$ cat src/rtl/bcd_to_seven_seg_pkg.sv
// Segment pattern and bit-index constants shared by the seven-segment decoder blocks.
// Patterns are active-high, ordered {g,f,e,d,c,b,a} with bit0 = a.
package seven_seg_pkg;

  localparam int SEG_A_BIT = 0;
  localparam int SEG_B_BIT = 1;
  localparam int SEG_C_BIT = 2;
  localparam int SEG_D_BIT = 3;
  localparam int SEG_E_BIT = 4;
  localparam int SEG_F_BIT = 5;
  localparam int SEG_G_BIT = 6;

  localparam logic [6:0] SEG_0 = 7'h3F;
  localparam logic [6:0] SEG_1 = 7'h06;
  localparam logic [6:0] SEG_2 = 7'h5B;
  localparam logic [6:0] SEG_3 = 7'h4F;
  localparam logic [6:0] SEG_4 = 7'h66;
  localparam logic [6:0] SEG_5 = 7'h6D;
  localparam logic [6:0] SEG_6 = 7'h7D;
  localparam logic [6:0] SEG_7 = 7'h07;
  localparam logic [6:0] SEG_8 = 7'h7F;
  localparam logic [6:0] SEG_9 = 7'h6F;
  localparam logic [6:0] SEG_A = 7'h77;
  localparam logic [6:0] SEG_B = 7'h7C;
  localparam logic [6:0] SEG_C = 7'h39;
  localparam logic [6:0] SEG_D = 7'h5E;
  localparam logic [6:0] SEG_E = 7'h79;
  localparam logic [6:0] SEG_F = 7'h71;

  localparam logic [6:0] SEG_BLANK = 7'h00;
  localparam logic [6:0] SEG_ALL   = 7'h7F;
  localparam logic [6:0] SEG_DASH  = 7'h01 << SEG_G_BIT;

  // Convert an active-high pattern to pin polarity.
  function automatic logic [6:0] seg_polarity(input logic [6:0] pattern, input logic active_low);
    return active_low ? ~pattern : pattern;
  endfunction

endpackage

$ cat src/rtl/bcd_to_seven_seg_if.sv
// Digit-side signal bundle for one seven-segment digit decoder.
// master drives the digit code and controls; slave is the decoder.
interface bcd_to_seven_seg_if;
  logic [3:0] bcd_in;
  logic       en;
  logic       lamp_test;
  logic       blank;
  logic       rbi;
  logic [6:0] seg_out;
  logic       rbo;
  logic       err;

  modport master (
    output bcd_in, en, lamp_test, blank, rbi,
    input  seg_out, rbo, err
  );

  modport slave (
    input  bcd_in, en, lamp_test, blank, rbi,
    output seg_out, rbo, err
  );
endinterface

$ cat src/rtl/bcd_to_seven_seg_lut.sv
// Combinational code-to-pattern lookup, reusable by multi-digit wrappers.
// With BCD_TO_SEVEN_SEG_HEX_EN defined, codes 10-15 show hex letters and never flag invalid.
module seven_seg_lut
  import seven_seg_pkg::*;
#(
  parameter logic [6:0] INVALID_PATTERN = SEG_DASH
) (
  input  logic [3:0] code,
  output logic [6:0] pattern,
  output logic       invalid
);

  always_comb begin
    pattern = INVALID_PATTERN;
    invalid = 1'b0;
    unique case (code)
      4'd0:  pattern = SEG_0;
      4'd1:  pattern = SEG_1;
      4'd2:  pattern = SEG_2;
      4'd3:  pattern = SEG_3;
      4'd4:  pattern = SEG_4;
      4'd5:  pattern = SEG_5;
      4'd6:  pattern = SEG_6;
      4'd7:  pattern = SEG_7;
      4'd8:  pattern = SEG_8;
      4'd9:  pattern = SEG_9;
`ifdef BCD_TO_SEVEN_SEG_HEX_EN
      4'd10: pattern = SEG_A;
      4'd11: pattern = SEG_B;
      4'd12: pattern = SEG_C;
      4'd13: pattern = SEG_D;
      4'd14: pattern = SEG_E;
      4'd15: pattern = SEG_F;
`else
      default: begin
        pattern = INVALID_PATTERN;
        invalid = 1'b1;
      end
`endif
    endcase
  end

endmodule

$ cat src/rtl/bcd_to_seven_seg.sv
// Single-digit BCD to seven-segment driver: override mux, polarity, registered outputs.
// Optional hex letters for codes 10-15 via BCD_TO_SEVEN_SEG_HEX_EN (see seven_seg_lut).
module bcd_to_seven_seg
  import seven_seg_pkg::*;
#(
  parameter bit         ACTIVE_LOW      = 1'b0,
  parameter logic [6:0] INVALID_PATTERN = SEG_DASH
) (
  input  logic                clk,
  input  logic                rst,
  bcd_to_seven_seg_if.slave   bus
);

  logic [6:0] lut_pattern;
  logic       lut_invalid;
  logic [6:0] pattern_sel;
  logic       rbo_next;

  seven_seg_lut #(
    .INVALID_PATTERN (INVALID_PATTERN)
  ) u_lut (
    .code    (bus.bcd_in),
    .pattern (lut_pattern),
    .invalid (lut_invalid)
  );

  // Lamp test beats blank; ripple blanking only suppresses a literal zero.
  always_comb begin
    pattern_sel = lut_pattern;
    rbo_next    = 1'b0;
    if (bus.lamp_test) begin
      pattern_sel = SEG_ALL;
    end else if (bus.blank) begin
      pattern_sel = SEG_BLANK;
    end else if (bus.rbi && (bus.bcd_in == 4'd0)) begin
      pattern_sel = SEG_BLANK;
      rbo_next    = 1'b1;
    end
  end

  always_ff @(posedge clk) begin
    if (rst) begin
      bus.seg_out <= seg_polarity(SEG_BLANK, ACTIVE_LOW);
      bus.rbo     <= 1'b0;
      bus.err     <= 1'b0;
    end else if (bus.en) begin
      bus.seg_out <= seg_polarity(pattern_sel, ACTIVE_LOW);
      bus.rbo     <= rbo_next;
      bus.err     <= lut_invalid;
    end
  end

endmodule

$ cat src/flat_wrapper.sv
// flat-port wrapper written by rule: the top's interface ports become plain ports
module bcd_to_seven_seg_flat import seven_seg_pkg::*;
#(
  parameter bit         ACTIVE_LOW      = 1'b0,
  parameter logic [6:0] INVALID_PATTERN = SEG_DASH
)
  (clk, rst, bus_bcd_in, bus_en, bus_lamp_test, bus_blank, bus_rbi, bus_seg_out, bus_rbo, bus_err);
  bcd_to_seven_seg_if bus_i ();
  input  logic clk;
  input  logic rst;
  input wire logic [$bits(bus_i.bcd_in)-1:0] bus_bcd_in;
  input wire logic [$bits(bus_i.en)-1:0] bus_en;
  input wire logic [$bits(bus_i.lamp_test)-1:0] bus_lamp_test;
  input wire logic [$bits(bus_i.blank)-1:0] bus_blank;
  input wire logic [$bits(bus_i.rbi)-1:0] bus_rbi;
  output wire logic [$bits(bus_i.seg_out)-1:0] bus_seg_out;
  output wire logic [$bits(bus_i.rbo)-1:0] bus_rbo;
  output wire logic [$bits(bus_i.err)-1:0] bus_err;
  assign bus_i.bcd_in = bus_bcd_in;
  assign bus_i.en = bus_en;
  assign bus_i.lamp_test = bus_lamp_test;
  assign bus_i.blank = bus_blank;
  assign bus_i.rbi = bus_rbi;
  assign bus_seg_out = bus_i.seg_out;
  assign bus_rbo = bus_i.rbo;
  assign bus_err = bus_i.err;
  bcd_to_seven_seg #(.ACTIVE_LOW(ACTIVE_LOW), .INVALID_PATTERN(INVALID_PATTERN)) u_core (.clk(clk), .rst(rst), .bus(bus_i));
endmodule
$ cat config.mk
export PLATFORM = sky130hd
export DESIGN_NAME = bcd_to_seven_seg_flat
export DESIGN_NICKNAME = d
export VERILOG_FILES = /design/src/rtl/bcd_to_seven_seg_pkg.sv /design/src/rtl/bcd_to_seven_seg_if.sv /design/src/rtl/bcd_to_seven_seg_lut.sv /design/src/rtl/bcd_to_seven_seg.sv /design/src/flat_wrapper.sv
export SDC_FILE = /design/constraint.sdc
export NUM_CORES = 1
export LEC_CHECK = 0
export CORE_MARGIN = 3
export CORE_UTILIZATION = 35
export CTS_BUF_LIST = sky130_fd_sc_hd__clkbuf_16
export CTS_CLUSTER_DIAMETER = 100
export CTS_CLUSTER_SIZE = 12
export DETAILED_ROUTE_END_ITERATION = 16
export REMOVE_ABC_BUFFERS = 1
export SLEW_MARGIN = 20
export SYNTH_ARGS = -nofsm -noshare
export SYNTH_HDL_FRONTEND = slang
export SYNTH_SLANG_ARGS = --single-unit
$ cat constraint.sdc
create_clock -name clk -period 2 [get_ports clk]
set_clock_uncertainty 0.2 [all_clocks]
set_input_delay 0.3 -clock clk [delete_from_list [all_inputs] [get_ports clk]]
set_output_delay 0.3 -clock clk [all_outputs]
set_load 0.05 [all_outputs]
== After elaboration in Yosys (flattened, before gate mapping) ==
Index checks and enable logic that the tools add are counted.

* Output and inout bits: 9
* Flip-flop bits (word level): 9
* Word-level logic and storage cells: 23
* Bits of input ports: 10

* Reduce and logical (&&, ||, !) cells: 3
* Equal/unequal tests: 9
* Multiplexer cells: 8

{| class="wikitable"
|+ Operators by type and width
! operator !! count
|-
| case mux 7 bit (10 select lines) || 1
|-
| 2-to-1 mux 7 bit || 3
|-
| == test 4 x 3 -> 1 bit, second input constant || 4
|-
| OR reduction 10 bit || 1
|-
| == test 4 x 2 -> 1 bit, second input constant || 2
|-
| == test 4 bit, second input constant || 2
|-
| == test 4 x 1 -> 1 bit, second input constant || 1
|-
| zero test 4 bit || 1
|-
| 2-to-1 mux 1 bit || 4
|-
| logical AND 1 bit || 1
|}

== Longest topological paths before layout ==
Gate-level depths: netlist (run 1).

* Depth after elaboration: 5
* Gate-level depth with buffers: 6
* Depth with buffers taken out: 4

== By module ==
A second synthesis (run 1) with hierarchy kept.

* Cells, all modules: 57
* Area, all modules: 540.5 um2

{| class="wikitable"
|+ By module, submodules not included
! module !! times used !! area an instance (um2) !! cells each
|-
| bcd_to_seven_seg || 1 || 372.9 || 36
|-
| seven_seg_lut || 1 || 167.7 || 21
|}

== Worst setup path after synthesis (run 1) ==
OpenSTA, ideal clock, no wires.

* Kind: input -> register
* From: input bus_bcd_in[1]
* To: register u_core.bus.seg_out[1]
* Arrival: 1.217 ns
* Path slack: 0.504 ns
* Stages on the path: 6
* Library setup time: 0.079 ns
* Data required time: 1.721 ns
* Cells stage by stage: buf_6 > or2_1 > buf_6 > a21oi_4 > o221ai_2 > a211oi_2

* Longest elaborated chain between the ends: 5
* Elaborated cells between the ends (all ways): 15
* Those cells by class: eq/ne: 9; mux: 4; reduce/logical: 2

{| class="wikitable"
|+ RTL lines
! item !! line !! source
|-
| start: declaration || flat_wrapper.sv:11 || <nowiki>input wire logic [$bits(bus_i.bcd_in)-1:0] bus_bcd_in;</nowiki>
|-
| == test 4 bit, or another cell as far along || bcd_to_seven_seg_lut.sv:16 || <nowiki>unique case (code)</nowiki>
|-
| case mux 7 bit (10 select lines) / logical AND 1 bit (equally long branches) || bcd_to_seven_seg_lut.sv:16, bcd_to_seven_seg.sv:35 ||
|-
| 2-to-1 mux 7 bit * || bcd_to_seven_seg.sv:35 || <nowiki>end else if (bus.rbi && (bus.bcd_in == 4'd0)) begin</nowiki>
|-
| 2-to-1 mux 7 bit * || bcd_to_seven_seg.sv:33 || <nowiki>end else if (bus.blank) begin</nowiki>
|-
| 2-to-1 mux 7 bit * || bcd_to_seven_seg.sv:31 || <nowiki>if (bus.lamp_test) begin</nowiki>
|-
| end signal: assignment || bcd_to_seven_seg.sv:43 || <nowiki>bus.seg_out <= seg_polarity(SEG_BLANK, ACTIVE_LOW);</nowiki>
|-
| end signal: assignment || bcd_to_seven_seg.sv:47 || <nowiki>bus.seg_out <= seg_polarity(pattern_sel, ACTIVE_LOW);</nowiki>
|-
| end: declaration || bcd_to_seven_seg_if.sv:20 || <nowiki>output seg_out, rbo, err</nowiki>
|}

Every way passes the cells marked *; elsewhere a longest branch is shown, timed or not.
A chain may end at the register's enable or synchronous reset.

== Final worst setup path (run 1) ==
* From: register u_core.bus.seg_out[2]
* To: output bus_seg_out[2]

{| class="wikitable"
|+ RTL lines
! item !! line !! source
|-
| end: declaration || flat_wrapper.sv:16 || <nowiki>output wire logic [$bits(bus_i.seg_out)-1:0] bus_seg_out;</nowiki>
|}

No word-level cell between the ends.

==> results of run 1 <==
## state kept, by name (all words and copies together), names as in the netlist
signal and cells:
u_core.bus.err 1, u_core.bus.rbo 1, u_core.bus.seg_out 7
## stage by stage
stage | power, uW | instance area (um^2) | worst slack [ns]
3_3_place_gp | 370 | 785 | -0.00315
6_report | 716 | 863 | 0.141
5_1_grt | 747 | 863 | 0.0912
2_1_floorplan | 287 | 508 | 0.646
3_5_place_dp | 370 | 785 | -0.00439
4_1_cts | 725 | 863 | 0.128
## report_power, final
part           internal [uW]  leakage, uW  total [uW]  switching [uW]
combinational           70.7     0.000226         169            98.1
clock                    261    0.0000423         350            88.2
sequential               193    0.0000746         198            5.42
total                    525     0.000343         716             192
## synth_stat cells (all sizes together)
master,n
or2,1
a32oi,1
dfxtp,9
nand2b,3
a21o,1
o21ba,1
a211oi,5
nand3,3
clkbuf,1
a21oi,5
o221ai,1
o211ai,1
inv,3
nand2,3
nor4,1
nor4b,1
o21ai,5
a2111oi,2
buf,5
nor3,4
nor2,13
nor2b,1
## worst reg2reg max path: stages, from the launching register on
cell	delay (ns)
dfxtp_1	0.32
nor2_1	0.04
nor4_1	0.22
## cell families (layout without fill, tap and decap cells)
| kind of cell | after synthesis | count (layout) |
|---|---|---|
| AND/OR/NAND/NOR | 30 | 30 |
| AO/OA/AOI/OAI | 22 | 22 |
| flip-flops | 9 | 9 |
| buffers and inverters | 9 | 36 |
## path summary, 6_finish.rpt
check / to / slack, ns / cells past startpoint
max: bus_seg_out[2] / 0.14 / 1
min: u_core.bus.err$_SDFFE_PP0P_ / 0.27 / 2
max reg2reg: u_core.bus.seg_out[5]$_SDFFE_PP0P_ / 1.13 / 2
min reg2reg: u_core.bus.err$_SDFFE_PP0P_ / 0.27 / 2
## per-layer routing
metal  track usage, %  vias up  share of wire, %
met2             28.4       14                48
met3             7.11        0               5.3
met4             1.75        0                 0
met1             20.1      277                47
met5                0        -                 0
li1                 -      304                 -
## area by class of cell
class | instances | area (um^2) | area share, %
clock buffers | 3 | 75.1 | 8.70
clock inverters | 1 | 3.75 | 0.435
inverters | 3 | 11.3 | 1.30
multi-input cells | 52 | 317 | 36.7
flip-flops and latches | 9 | 180 | 20.9
well taps | 15 | 18.8 | 2.17
repair buffers | 29 | 258 | 29.9
==> results.yml, run 1 <==
run_status:
  outcome: "complete, no violations"
routing:
  firstDrtPassIters: 3
  vias: 595
  drt-wirelength-per-cell_um: 13.2
  drtIter0Drc: 8
  routed_wl_um: 1480
  drc: 0
  viasPerCell: 5.31
  ant_nets: 0
yosys:
  synth_fa_ha_area_share_pct: 0
  synth_top_family_by_area: "compound AO/OA/AOI/OAI gates"
  syn_inst: 70
  synth-seq-area-share_pct: 32.9
  synth_area_leader_cell: "dfxtp_1"
  yosys.area_share.xor_xnor_pct: 0
  yosys-top-cells-area: "dfxtp_1 33%, nor2_1 8.9%, a211oi_2 4.6%, a211oi_1 4.1%, buf_6 4.1%"
  synth_area_per_cell_um2: 7.83
  synthMuxAreaShare_pct: 0
  synthSimpleGateAreaFrac_pct: 25.8
  yosysTopAreaCellShare_pct: 32.9
  synth_cell_types: 27
  ys_ff_latch: 9
  yosysWarnings: 0
  netlist_area_um2: 548
  synth_compound_area_share_pct: 32.0
sta:
  slew_violations: 0
  holdWs_ns: 0.269
  hold_viol: 0
  finalSetupViolations: 0
  rsz0062_at_grt: "false"
  tightest_slew_ns: 0.497
  post-route-period-util_pct: 93.0
  relSlewSlack_pct: 66.8
  finalSetupTns_ns: 0
  fmax_ghz: 0.538
  fin_crit_ns: 1.86
power:
  power_density_nw_per_um2: 830
  vdd_ir_drop_max_v: 0.000541
  p_leak_uw: 0.000343
worst_setup_path:
  critical_path_buf_inv_count: 1
  cpLargestDelayFamily: "buffers and inverters"
  critPathSlowestCell: "clkdlybuf4s50_1"
  cp_max_fo: 2
  start_kind: "flip-flop"
  reg2reg_from: "u_core.bus.seg_out[5]$_SDFFE_PP0P_"
  critPathArrivalTime_ns: 1.36
  cpPeakStageDelay_ns: 0.80
  path_cells: "clkdlybuf4s50_1"
  worst_setup_path_end_kind: "output pin"
  worst_ep_required_time_ns: 1.50
  path_class: "flip-flop to output pin"
  startpoint: "u_core.bus.seg_out[2]$_SDFFE_PP0P_"
clock_tree:
  postCtsHoldBufs: 0
  clock_path_buffers: 2
  clkLatencyLatePin_ns: 0.23
  cts_setup_buffers: 0
  path_clk_slew_ns: 0.04
  postCtsResizedCells: 0
  clock_sinks: 9
  root_buffer: "clkbuf_16"
  cts_buffers: 3
  htreeDepth: 1
  cts_tree: "built"
finish:
  final_cell_mix: "16 x clkdlybuf4s50_1, 13 x nor2_1, 13 x buf_4, 9 x dfxtp_1"
  final_common_cell: "clkdlybuf4s50_1"
  layoutNonFillerInstCount: 112
  final_net_count: 108
  drive_gt1_share_pct: 21.6
  syn2layout_area_growth_pct: 57.5
  antennaDiodeCount: 0
  fill_cells: 131
  finalCoreUtilization_pct: 62.4
floorplan:
  rows: 13
  fp.dieW_um: 45.6
  die_y_um: 45.6
  start_util_pct: 39.6
  coreArea_um2: 1380
  dieArea_um2: 2080
  io_pins: 19
placed_design:
  numPortBuffers: 18
  dp_hpwl_um: 1160
  placed_cells: 108
  gp_congestion: 0.831
min_path:
  hold_path.class: "flip-flop to flip-flop"
  holdCritStartpoint: "u_core.bus.err$_SDFFE_PP0P_"
global_route:
  antenna_found_initial: 0
  first_global_vias: 576
  grt.total_usage_pct: 16.8
  grt-ovfl-total: 0
  grt_max_degree: 10
  grt_pass1_wl_um: 2500
job:
  drv_cap: 0
Power figures use the tool's default switching activity.
==> inputs of run 2 (changes only) <==
--- a/config.mk
+++ b/config.mk
@@ -11,6 +11,7 @@
 export CTS_CLUSTER_DIAMETER = 100
 export CTS_CLUSTER_SIZE = 12
 export DETAILED_ROUTE_END_ITERATION = 16
+export PLACE_DENSITY = 0.62
 export REMOVE_ABC_BUFFERS = 1
 export SLEW_MARGIN = 20
 export SYNTH_ARGS = -nofsm -noshare
==> results.yml, run 2 (same netlist as run 1, synthesis figures left out) <==
clock_tree:
  clkLatencyLatePin_ns: 0.23
  cts_tree: "built"
  root_buffer: "clkbuf_16"
  path_clk_slew_ns: 0.04
  cts_setup_buffers: 0
  clock_sinks: 9
  clock_path_buffers: 2
  postCtsHoldBufs: 0
  cts_buffers: 3
  postCtsResizedCells: 0
  htreeDepth: 1
routing:
  drt-wirelength-per-cell_um: 12.7
  drtIter0Drc: 4
  firstDrtPassIters: 4
  viasPerCell: 5.23
  ant_nets: 0
  vias: 591
  drc: 0
  routed_wl_um: 1430
placed_design:
  detailedPlace.worstSlack_ns: -0.00552
  placed_cells: 109
  numPortBuffers: 18
  gp_congestion: 0.833
  dp_hpwl_um: 1140
finish:
  regMostFlops: "u_core.bus.seg_out"
  final_net_count: 109
  antennaDiodeCount: 0
  finalCoreUtilization_pct: 63.0
  layoutNonFillerInstCount: 113
  final_cell_mix: "16 x clkdlybuf4s50_1, 14 x buf_4, 13 x nor2_1, 9 x dfxtp_1"
  top_regs: "u_core.bus.seg_out: 7 flops, u_core.bus.err: 1 flops, u_core.bus.rbo: 1 flops"
  largest_reg_flops: 7
  final_common_cell: "clkdlybuf4s50_1"
  fill_cells: 134
  drive_gt1_share_pct: 22.4
  syn2layout_area_growth_pct: 58.9
power:
  p_leak_uw: 0.000348
  power_density_nw_per_um2: 819
  vdd_ir_drop_max_v: 0.000480
  sw_frac_of_total_pct: 26.3
  clkPwrFrac_pct: 48.5
  seqPwrFrac_pct: 27.8
  pwr-share-comb_pct: 23.8
  intPower_uw: 525
  switchingPower_uw: 187
worst_setup_path:
  start_kind: "flip-flop"
  critPathSlowestCell: "clkdlybuf4s50_1"
  critical_path_buf_inv_count: 1
  worst_setup_path_end_kind: "output pin"
  path_cells: "clkdlybuf4s50_1"
  cpLargestDelayFamily: "buffers and inverters"
  cpPeakStageDelay_ns: 0.80
  cp_max_fo: 2
  worst_ep_required_time_ns: 1.50
  path_class: "flip-flop to output pin"
  critPathArrivalTime_ns: 1.36
global_route:
  grt_pass1_wl_um: 2500
  grt.total_usage_pct: 17.1
  grt_max_degree: 10
  grtUsageMet2_pct: 25.1
  antenna_found_initial: 0
  grt_util_met3_pct: 6.32
  top_usage_layer: "met2"
  first_global_vias: 575
  grt-ovfl-total: 0
  use_met1_pct: 21.5
sta:
  post-route-period-util_pct: 93.0
  hold_viol: 0
  fmax_ghz: 0.538
  finalSetupViolations: 0
  setup_slack_ns: 0.140
  slew_violations: 0
  finalSetupTns_ns: 0
  relSlewSlack_pct: 66.8
  rsz0062_at_grt: "false"
  fin_crit_ns: 1.86
  holdWs_ns: 0.269
  tightest_slew_ns: 0.496
floorplan:
  die_y_um: 45.6
  fp.dieW_um: 45.6
  start_util_pct: 39.6
  coreArea_um2: 1380
  dieArea_um2: 2080
  io_pins: 19
  rows: 13
job:
  drv_cap: 0
run_status:
  outcome: "complete, no violations"
min_path:
  hold_path.class: "flip-flop to flip-flop"
run 2: through the flow:
step	instance area, um^2	total power [uW]
final	871	713
after global routing	871	742
after CTS	871	724
after detailed placement	792	371
after global placement	792	371
after floorplan	508	287
run 2: power groups by stage:
stage	clock network [uW]	logic, uW	registers [uW]
final	346	169	198
after global routing	360	184	199
after CTS	355	171	198
after detailed placement	0	170	201
after global placement	0	170	201
after floorplan	0	43.5	243
run 2: final cells by class:
class | count | area (um^2) | area share (%)
clock buffers | 3 | 75.1 | 8.62
clock inverters | 1 | 3.75 | 0.431
inverters | 3 | 11.3 | 1.29
multi-input cells | 52 | 317 | 36.4
flip-flops and latches | 9 | 180 | 20.7
well taps | 15 | 18.8 | 2.16
repair buffers | 30 | 265 | 30.5
run 2: worst paths after layout:
check | from | endpoint | slack [ns] | depth (start not counted)
worst max-delay path | u_core.bus.err$_SDFFE_PP0P_ | bus_err | 0.14 | 1
worst min-delay path | u_core.bus.err$_SDFFE_PP0P_ | u_core.bus.err$_SDFFE_PP0P_ | 0.27 | 2
worst max register to register | u_core.bus.seg_out[5]$_SDFFE_PP0P_ | u_core.bus.seg_out[5]$_SDFFE_PP0P_ | 1.13 | 2
worst min register to register | u_core.bus.err$_SDFFE_PP0P_ | u_core.bus.err$_SDFFE_PP0P_ | 0.27 | 2
run 2: per-layer routing:
layer / vias up / share of wire, %
li1: 308 / -
met1: 260 / 46
met2: 18 / 46
met3: 5 / 6.2
met4: 0 / 2.1
met5: - / 0
==> inputs of run 3 (changes only) <==
--- a/config.mk
+++ b/config.mk
@@ -13,7 +13,6 @@
 export DETAILED_ROUTE_END_ITERATION = 16
 export PLACE_DENSITY = 0.62
 export REMOVE_ABC_BUFFERS = 1
-export SLEW_MARGIN = 20
 export SYNTH_ARGS = -nofsm -noshare
 export SYNTH_HDL_FRONTEND = slang
 export SYNTH_SLANG_ARGS = --single-unit
==> results of run 3 <==
Same layout as run 2: the final DEF is identical, and so are final timing and power.
